`config.mk`:
```
export PLATFORM = sky130hd
export DESIGN_NAME = seq_pattern_tx
export DESIGN_NICKNAME = d
export VERILOG_FILES = /design/src/rtl/seq_tx_pkg.sv /design/src/rtl/piso_shift_reg.sv /design/src/rtl/seq_pattern_tx.sv
export SDC_FILE = /design/constraint.sdc
export NUM_CORES = 1
export LEC_CHECK = 0
export ABC_CLOCK_PERIOD_IN_PS = 3600
export BUFFER_PORTS_ARGS = -buffer_cell sky130_fd_sc_hd__buf_2
export CORE_MARGIN = 3
export CORE_UTILIZATION = 45
export CTS_BUF_LIST = sky130_fd_sc_hd__clkbuf_4 sky130_fd_sc_hd__clkbuf_8
export DETAILED_ROUTE_END_ITERATION = 7
export HOLD_SLACK_MARGIN = 0.06
export PLACE_DENSITY = 0.77
export SYNTH_ARGS = -nofsm -noshare
export SYNTH_HDL_FRONTEND = slang
export SYNTH_SLANG_ARGS = --single-unit
export TNS_END_PERCENT = 30
```
`constraint.sdc`:
```
create_clock -name clk -period 3.6 [get_ports clk]
set_input_delay 0.18 -clock clk [delete_from_list [all_inputs] [get_ports clk]]
set_output_delay 0.18 -clock clk [all_outputs]
set_load 0.05 [all_outputs]
```
`src/rtl/seq_tx_pkg.sv`:
```
// Shared types and defaults for the serial pattern transmitter.
// Parity framing is enabled by defining SEQ_TX_PARITY_EN.
package seq_tx_pkg;

  typedef enum logic [1:0] {
    ST_IDLE = 2'd0,
    ST_SEND = 2'd1,
    ST_PAR  = 2'd2,
    ST_DONE = 2'd3
  } seq_tx_state_t;

  localparam int SEQ_TX_WIDTH_DEF  = 8;
  localparam int SEQ_TX_REPS_W_DEF = 4;

endpackage

```
`src/rtl/piso_shift_reg.sv`:
```
// Parallel-load, shift-left register exposing only its MSB.
// A load request takes priority over a shift request.
module piso_shift_reg #(
  parameter int WIDTH = 8
) (
  input  logic             clk,
  input  logic             reset,
  input  logic             load,
  input  logic             shift,
  input  logic [WIDTH-1:0] d,
  output logic             msb
);

  logic [WIDTH-1:0] q_r;

  // Shift register storage; zero fill enters at the LSB.
  always_ff @(posedge clk) begin
    if (reset) begin
      q_r <= {WIDTH{1'b0}};
    end else if (load) begin
      q_r <= d;
    end else if (shift) begin
      q_r <= {q_r[WIDTH-2:0], 1'b0};
    end else begin
      q_r <= q_r;
    end
  end

  assign msb = q_r[WIDTH-1];

endmodule

```
`src/rtl/seq_pattern_tx.sv`:
```
// Serial pattern transmitter: sends a latched pattern MSB-first reps+1 times.
// Optional per-frame even-parity bit when SEQ_TX_PARITY_EN is defined.
module seq_pattern_tx
  import seq_tx_pkg::*;
#(
  parameter int WIDTH  = SEQ_TX_WIDTH_DEF,
  parameter int REPS_W = SEQ_TX_REPS_W_DEF
) (
  input  logic              clk,
  input  logic              reset,
  input  logic              start,
  input  logic [WIDTH-1:0]  pattern,
  input  logic [REPS_W-1:0] reps,
  output logic              busy,
  output logic              w_out,
  output logic              w_valid,
  output logic              frame_end,
  output logic              done
);

  localparam int CNT_W = $clog2(WIDTH);
  localparam logic [CNT_W-1:0] LAST_BIT = CNT_W'(WIDTH - 1);

  seq_tx_state_t     state_r, state_nx_s;
  logic [CNT_W-1:0]  bit_cnt_r, bit_cnt_nx_s;
  logic [REPS_W-1:0] frames_r, frames_nx_s;
  logic [WIDTH-1:0]  pattern_r, pattern_nx_s;
  logic [WIDTH-1:0]  d_s;
  logic              load_s, shift_s, msb_s;
  logic              last_bit_s, more_s;

`ifdef SEQ_TX_PARITY_EN
  function automatic logic even_parity(input logic [WIDTH-1:0] v);
    return ^v;
  endfunction
`endif

  assign last_bit_s = (bit_cnt_r == LAST_BIT);
  // frames_r counts frames still owed after the current one, so it never wraps.
  assign more_s     = (frames_r != {REPS_W{1'b0}});

  piso_shift_reg #(.WIDTH(WIDTH)) u_shift (
    .clk   (clk),
    .reset (reset),
    .load  (load_s),
    .shift (shift_s),
    .d     (d_s),
    .msb   (msb_s)
  );

  // State, counter and latched-pattern registers.
  always_ff @(posedge clk) begin
    if (reset) begin
      state_r   <= ST_IDLE;
      bit_cnt_r <= {CNT_W{1'b0}};
      frames_r  <= {REPS_W{1'b0}};
      pattern_r <= {WIDTH{1'b0}};
    end else begin
      state_r   <= state_nx_s;
      bit_cnt_r <= bit_cnt_nx_s;
      frames_r  <= frames_nx_s;
      pattern_r <= pattern_nx_s;
    end
  end

  // Next-state, counter update and shift-register control.
  always_comb begin
    state_nx_s   = state_r;
    bit_cnt_nx_s = bit_cnt_r;
    frames_nx_s  = frames_r;
    pattern_nx_s = pattern_r;
    load_s       = 1'b0;
    shift_s      = 1'b0;
    d_s          = pattern_r;
    case (state_r)
      ST_IDLE, ST_DONE: begin
        if (start) begin
          state_nx_s   = ST_SEND;
          pattern_nx_s = pattern;
          frames_nx_s  = reps;
          bit_cnt_nx_s = {CNT_W{1'b0}};
          load_s       = 1'b1;
          d_s          = pattern;
        end else begin
          state_nx_s = ST_IDLE;
        end
      end
      ST_SEND: begin
        if (last_bit_s) begin
          bit_cnt_nx_s = {CNT_W{1'b0}};
`ifdef SEQ_TX_PARITY_EN
          state_nx_s = ST_PAR;
`else
          // Back-to-back frames: reload on the last bit so no gap cycle appears.
          if (more_s) begin
            frames_nx_s = frames_r - REPS_W'(1);
            load_s      = 1'b1;
          end else begin
            state_nx_s = ST_DONE;
          end
`endif
        end else begin
          shift_s      = 1'b1;
          bit_cnt_nx_s = bit_cnt_r + CNT_W'(1);
        end
      end
`ifdef SEQ_TX_PARITY_EN
      ST_PAR: begin
        if (more_s) begin
          frames_nx_s = frames_r - REPS_W'(1);
          load_s      = 1'b1;
          state_nx_s  = ST_SEND;
        end else begin
          state_nx_s = ST_DONE;
        end
      end
`endif
      default: begin
        state_nx_s = ST_IDLE;
      end
    endcase
  end

  // Outputs decoded from registered state only.
  always_comb begin
    busy      = 1'b0;
    w_valid   = 1'b0;
    w_out     = 1'b0;
    frame_end = 1'b0;
    done      = 1'b0;
    case (state_r)
      ST_SEND: begin
        busy    = 1'b1;
        w_valid = 1'b1;
        w_out   = msb_s;
`ifdef SEQ_TX_PARITY_EN
        frame_end = 1'b0;
`else
        frame_end = last_bit_s;
`endif
      end
      ST_PAR: begin
`ifdef SEQ_TX_PARITY_EN
        busy      = 1'b1;
        w_valid   = 1'b1;
        w_out     = even_parity(pattern_r);
        frame_end = 1'b1;
`else
        busy      = 1'b0;
`endif
      end
      ST_DONE: begin
        done = 1'b1;
      end
      default: begin
        busy = 1'b0;
      end
    endcase
  end

endmodule

```
==> summary.txt, run 1 <==
Die
  – Initial Util: 0.4927
  – Rows: 18
  – Die Width: between 50 and 60 um
  – # IOs: 20
  – Die H: 59.02 um
  – Die area: ~3500 um2
  – Core Area: approximately 2600 um2

Logic synthesis
  – Adder-cell area share of the yosys netlist: 0.06924
  – Mux contribution to synthesized area: 0.07913
  – #FFs+latches synth: 25
  – Main combinational cell family by area after synthesis: simple AND/OR/NAND/NOR gates
  – Synth Area in Compound Gates: 0.1682
  – Post-Syn Nets: approximately 170
  – Simple-Gate Fraction of Synth Area: 0.2216
  – Syn. warnings: 0
  – Synth unique cells: 32
  – Synthesized instance count: 152
  – Post-synthesis xor/xnor area fraction: 0
  – Syn Area/Cell: 8.322 um2
  – Register area share after synthesis: 0.3956
  – Mapped Area: roughly 1300 um2

Setup path
  – Critical path class: reg -> reg
  – Cell depth of the worst flop-to-flop path: 6
  – R2R Path End: frames_r[3]
  – WP data required: a little under 4 ns
  – Reg2reg setup slack: 1.35 ns
  – Max stage delay cell, worst path: or4_4
  – Worst r2r src: state_r[0]
  – Critical Path AT: between 2 and 3 ns
  – Cells along the critical path: inv_1 -> ha_1 -> nor2b_1 -> or4_4 -> or2_0 -> a21oi_1
  – Crit path capture: frames_r[3]
  – Critical Path Source Type: flop
  – Worst Setup SP: state_r[0]
  – CP max stage delay: roughly 0.6 ns
  – CP max FO: 11
  – Crit end category: flop

Timing
  – RSZ-0062 raised after global routing: no
  – Final slew viol count: 0
  – Worst Skew: ~0.0030 ns
  – Post-Route Setup TNS: 0 ns
  – Final critical-path required period: roughly 2.2 ns
  – Max-slew headroom: 0.5057
  – Final hold viol count: 0
  – Worst setup margin: between 1 and 1.5 ns
  – Final setup vio count: 0
  – Crit share post-route: 0.6249
  – Worst-Margin Slew: 0.7400 ns
  – Max Freq: around 0.44 GHz

Power
  – Combinational Power Share: 0.264
  – VDD IR max: ~0.00034 V
  – Flop pwr share: 0.526
  – Sw frac: 0.3346
  – Static Leak: 0.0005660 uW
  – Clk pwr share: 0.210
  – Cell Pwr Density: ~450 nW/um2
  – Sw Pwr: between 200 and 250 uW
  – Internal power: about 400 uW

Detailed routing
  – Post-route ant nets: 0
  – Vias per Instance: roughly 5.6
  – Vias after detailed routing: 1093
  – Routed WL: about 2700 um
  – Routed WL per cell: 13.61 um
  – Initial DRC Count: 30
  – TritonRoute pass-1 iters: 4
  – DRC: 0

Placed design
  – Pre-CTS setup slack: around 1.4 ns
  – Gpl congestion: around 0.8
  – I/O Buffers: 19
  – Post-DP HPWL: roughly 2000 um

Global route
  – Number of global-route vias before repair: approximately 1000
  – GR Overflow Total: 0
  – Total GRT Usage: 0.1695
  – Largest net degree at the start of global routing: 27
  – First-pass GRT wire length: about 4600 um
  – Initial antenna violation count: 0

Finish
  – Most frequent cells in the layout: nand2_1, dfxtp_1, a21oi_1
  – Final net count: 188
  – Fillcell total: between 200 and 250
  – Share of layout cells above drive strength 1: 0.1697
  – Ant. Diodes: 0
  – Commonest non-fill, non-tap cell in the layout: nand2_1
  – Area growth syn-to-layout: 7.814%

Clock tree
  – TritonCTS clock tree: done
  – Clock H-tree levels: 1
  – TritonCTS buffer count: 3
  – Clock Latency Late Sink: 0.33 ns
  – Post_cts resized: 0
  – CTS sink count: 25
  – Maximum root-to-sink buffer count: 2
  – CTS Hold Buffers Added: 0
  – Setup Buffers After CTS: 0
  – Worst-path clk slew: between 0.1 and 0.15 ns
  – CTS root buffer: clkbuf_4

Status
  – Status: finished, final reports clean

Job
  – Max_cap viols: 0

Worst hold path
  – Min-delay worst type: in -> reg
[worst max-delay path, delay by kind of cell, from the launching register on]
family / cells / cell delay (ns)
and+or+nand+nor: 3 / 1.09
DFF: 1 / 0.43
AOI/OAI and AO/OA: 1 / 0.15
buffers and inverters: 1 / 0.07
adders and majority gates: 1 / 0.44
[power by group through the flow]
stage | Combinational, uW | Sequential [uW] | Clock (uW)
after floorplan | 139 | 323 | 0
after global placement | 153 | 326 | 0
after detailed placement | 162 | 329 | 0
after CTS | 163 | 322 | 135
after global routing | 182 | 326 | 146
final | 162 | 322 | 129
[Yosys cell counts (all sizes together)]
cell type	n	area share
nand2	26	0.077
dfxtp	25	0.40
a21oi	24	0.10
nand3	10	0.040
mux2	8	0.071
ha	7	0.069
nor2	7	0.021
o21ai	7	0.028
inv	6	0.018
buf	5	0.034
clkbuf	5	0.015
or3	3	0.015
a211oi	2	0.012
and2	2	0.0099
nor2b	2	0.0099
nor4bb	2	0.016
a21o	1	0.0059
mux2i	1	0.0079
nand2b	1	0.0049
nor3	1	0.0040
nor3b	1	0.0059
nor4	1	0.0049
o211ai	1	0.0059
o31ai	1	0.0059
o32ai	1	0.0069
or2	1	0.0049
or4	1	0.0089
[worst min-delay path by stage]
stage,start,to,depth (start not counted)
finish,pattern[6],pattern_r[6],3
global route,pattern[5],pattern_r[5],3
CTS,pattern[4],pattern_r[4],3
detailed placement,pattern_r[4],pattern_r[4],2
global placement,pattern_r[4],pattern_r[4],2
floorplan,pattern[6],pattern_r[6],2
[routing by layer]
metal	vias up	wire length, um	GRT usage
li1	547	-	-
met1	517	1152	0.2119
met2	25	1368	0.2871
met3	4	114	0.04793
met4	0	19	0.04207
met5	-	0	0
[sequential cells by signal (all words and copies together), names as in the netlist]
name and flops:
frames_r 4, pattern_r 8, u_shift.q_r 8, state_r 2, bit_cnt_r 3
[cells by family after synthesis]
group / count (synthesis)
AND/OR/NAND/NOR: 58
AO/OA/AOI/OAI: 37
multiplexers: 9
buffers and inverters: 16
flip-flops: 25
adder cells (fa/ha/maj): 7
[metrics by stage]
stage          hold slack, ns  std cells  area, um2  power, uW  utilization
3_5_place_dp           0.4508        191       1336      490.7       0.5205
4_1_cts                0.1103        195       1364      620.4       0.5312
2_1_floorplan          0.3426        152       1265      462.3            -
5_1_grt                0.1174        195       1364      653.8       0.5312
6_report               0.1246        195       1364      613.2       0.5312
3_3_place_gp           0.4505        191       1336      479.3       0.5205
[layout make-up]
type | count | area, um2 | area share
tap | 30 | 37.54 | 0.02752
timing repair buffer | 19 | 95.09 | 0.06972
clock inverter | 1 | 5.005 | 0.003670
multi-input combinational | 111 | 680.7 | 0.4991
clock buffer | 3 | 22.52 | 0.01651
sequential | 25 | 500.5 | 0.3670
inverter | 6 | 22.52 | 0.01651
No activity file was read; power rests on OpenSTA's default activity.
==> run 2: changes to the inputs <==
--- a/config.mk
+++ b/config.mk
@@ -5,14 +5,15 @@
 export SDC_FILE = /design/constraint.sdc
 export NUM_CORES = 1
 export LEC_CHECK = 0
-export ABC_CLOCK_PERIOD_IN_PS = 3600
+export ABC_AREA = 1
+export ABC_CLOCK_PERIOD_IN_PS = 2100
 export BUFFER_PORTS_ARGS = -buffer_cell sky130_fd_sc_hd__buf_2
 export CORE_MARGIN = 3
 export CORE_UTILIZATION = 45
 export CTS_BUF_LIST = sky130_fd_sc_hd__clkbuf_4 sky130_fd_sc_hd__clkbuf_8
 export DETAILED_ROUTE_END_ITERATION = 7
 export HOLD_SLACK_MARGIN = 0.06
-export PLACE_DENSITY = 0.77
+export PLACE_DENSITY = 0.76
 export SYNTH_ARGS = -nofsm -noshare
 export SYNTH_HDL_FRONTEND = slang
 export SYNTH_SLANG_ARGS = --single-unit
==> constraint.sdc (replaced) <==
create_clock -name clk -period 2.1 [get_ports clk]
set_input_delay 0.105 -clock clk [delete_from_list [all_inputs] [get_ports clk]]
set_output_delay 0.105 -clock clk [all_outputs]
set_load 0.05 [all_outputs]
==> summary.txt, run 2 <==
Finish
  – Most frequent cells in the layout: nand2_1, dfxtp_1, nand3_1
  – Share of layout cells above drive strength 1: 0.1905
  – Regs by FF count: pattern_r x8, u_shift.q_r x8, frames_r x4
  – Fillcell total: around 260
  – Commonest non-fill, non-tap cell in the layout: nand2_1
  – Final net count: ~230
  – Util after Layout: 0.5495
  – Area growth syn-to-layout: 13.65%
  – Ant. Diodes: 0

Setup path
  – Cell mode on critical path: inv_1
  – Critical Path Source Type: flop
  – WP data required: ~2 ns
  – Critical path class: reg -> out
  – Max stage delay cell, worst path: ha_1
  – CP max stage delay: between 0.3 and 0.4 ns
  – Critical Path AT: ~1.6 ns
  – Cells along the critical path: inv_1 -> ha_1 -> nand2_1 -> inv_1 -> buf_2
  – CP max FO: 9
  – Crit end category: output pin

Global route
  – First-pass GRT wire length: ~4400 um
  – Largest net degree at the start of global routing: 23
  – GR Overflow Total: 0
  – Initial antenna violation count: 0
  – Total GRT Usage: 0.1578
  – Number of global-route vias before repair: ~1100

Logic synthesis
  – Mapped Area: 1356 um2
  – Post-Syn Nets: between 200 and 250
  – Most frequent cell after synthesis: nand2_1
  – #FFs+latches synth: 25
  – Yosys top cell area share: 0.3690
  – Asr flop ratio synth: 0
  – Syn Area/Cell: between 7 and 8 um2
  – Top cells by count, synth: nand2_1, dfxtp_1, nand3_1, inv_1, a21oi_1
  – Area leader, netlist: dfxtp_1
  – Register area share after synthesis: 0.3690
  – Number of synthesized flops with an enable pin: 0
  – Synth unique cells: 23
  – Synthesized instance count: ~190
  – Top FF cell, synth: dfxtp_1
  – Synth top area cells: dfxtp_1, nand2_1, nand3_1
  – Syn. warnings: 0

Clock tree
  – Maximum root-to-sink buffer count: 2
  – Clock H-tree levels: 1
  – Setup Buffers After CTS: 0
  – TritonCTS buffer count: 3
  – CTS root buffer: clkbuf_4
  – Clock Latency Late Sink: approximately 0.32 ns
  – TritonCTS clock tree: done
  – Worst-path clk slew: approximately 0.14 ns
  – CTS sink count: 25

Die
  – Die area: about 3700 um2
  – Die H: around 60 um
  – Die Width: around 60 um
  – # IOs: 20
  – Rows: 19
  – Core Area: about 2800 um2
  – Initial Util: 0.4835

Power
  – Clk pwr share: 0.102
  – Internal power: 1184 uW
  – Static Leak: just under 0.0008 uW
  – Combinational Power Share: 0.567
  – Flop pwr share: 0.331
  – VDD IR max: 0.0007320 V
  – Sw Pwr: 1089 uW
  – Sw frac: 0.4792
  – Cell Pwr Density: approximately 1500 nW/um2

Placed design
  – Gpl congestion: 0.7636
  – I/O Buffers: 19
  – Post-DP HPWL: around 1900 um

Detailed routing
  – Routed WL: 2662 um
  – Post-route ant nets: 0
  – DRC: 0
  – Vias per Instance: between 4 and 5
  – Initial DRC Count: 43
  – Vias after detailed routing: 1200
  – TritonRoute pass-1 iters: 4
  – Routed WL per cell: around 11 um

Timing
  – Worst Skew: 0.01030 ns
  – Max Freq: slightly below 0.6 GHz
  – Max-slew headroom: 0.7172
  – Final hold viol count: 0
  – RSZ-0062 raised after global routing: no
  – Final setup vio count: 0
  – Crit share post-route: 0.8118
  – Final slew viol count: 0
  – Post-Route Setup TNS: 0 ns
  – Worst-Margin Slew: between 0.4 and 0.5 ns
  – Final critical-path required period: between 1.5 and 2 ns

Status
  – Status: finished, final reports clean

Job
  – Max_cap viols: 0

Worst hold path
  – Min-delay worst type: in -> reg
## run 2: cell type report
type / count / area (um2) / area share
flip-flops and latches: 25 / 500.5 / 0.3247
inverters: 23 / 102.6 / 0.06656
multi-input cells: 132 / 704.4 / 0.4570
clock buffers: 4 / 30.03 / 0.01948
well taps: 31 / 38.79 / 0.02516
repair buffers: 26 / 165.2 / 0.1071
## run 2: worst max-delay path, delay by kind of cell (launching register included)
family        cells  cell delay (ns)
fa+ha+maj         1             0.39
buf+inv           3             0.41
flops             1             0.36
simple gates      1             0.12
## run 2: timing repair
item | CTS | global route
endpoints found under the setup margin | 0 | 0
resized for setup | 0 | 0
hold buffers | 7 | 0
endpoints found under the hold margin | 7 | 0
## run 2: final timing paths
kind,end,cells after the start,slack [ns],start
max reg2reg,u_shift.q_r[2],8,0.42,state_r[1]
min reg2reg,frames_r[1],2,0.48,frames_r[1]
max,w_out,5,0.40,state_r[1]
min,pattern_r[0],3,0.07,pattern[0]
## run 2: kinds of logic after synthesis
family / count (synthesis) / share of synthesized area
compound gates: 33 / 0.1282
fa+ha+maj: 7 / 0.06457
xor+xnor: 1 / 0.006459
buf+inv: 29 / 0.1116
simple gates: 91 / 0.3201
flops: 25 / 0.3690
## run 2: stage by stage
step           cell area, um2  power (uW)  worst slack [ns]  cells  hold slack, ns
2_1_floorplan            1356        1873            0.1918    186          0.2008
3_3_place_gp             1441        2029            0.4802    230          0.3740
3_5_place_dp             1441        2046            0.4507    230          0.3805
4_1_cts                  1541        2285            0.3826    241         0.07285
5_1_grt                  1541        2492            0.2519    241          0.1276
6_report                 1541        2273            0.3953    241         0.06801
## run 2: power by group through the flow
stage / Combinational (uW) / Clock, uW / Sequential (uW)
6_report: 1290 / 231 / 753
4_1_cts: 1300 / 235 / 753
3_5_place_dp: 1280 / 0 / 763
2_1_floorplan: 1130 / 0 / 740
3_3_place_gp: 1260 / 0 / 765
5_1_grt: 1470 / 253 / 773
## run 2: layer usage
metal,vias to the layer above,part of all wire,wire [um],track usage
met3,5,0.026,70,0.01915
li1,643,-,-,-
met4,0,0.020,52,0.06502
met1,531,0.46,1218,0.1778
met2,21,0.50,1321,0.2962
met5,-,0,0,0
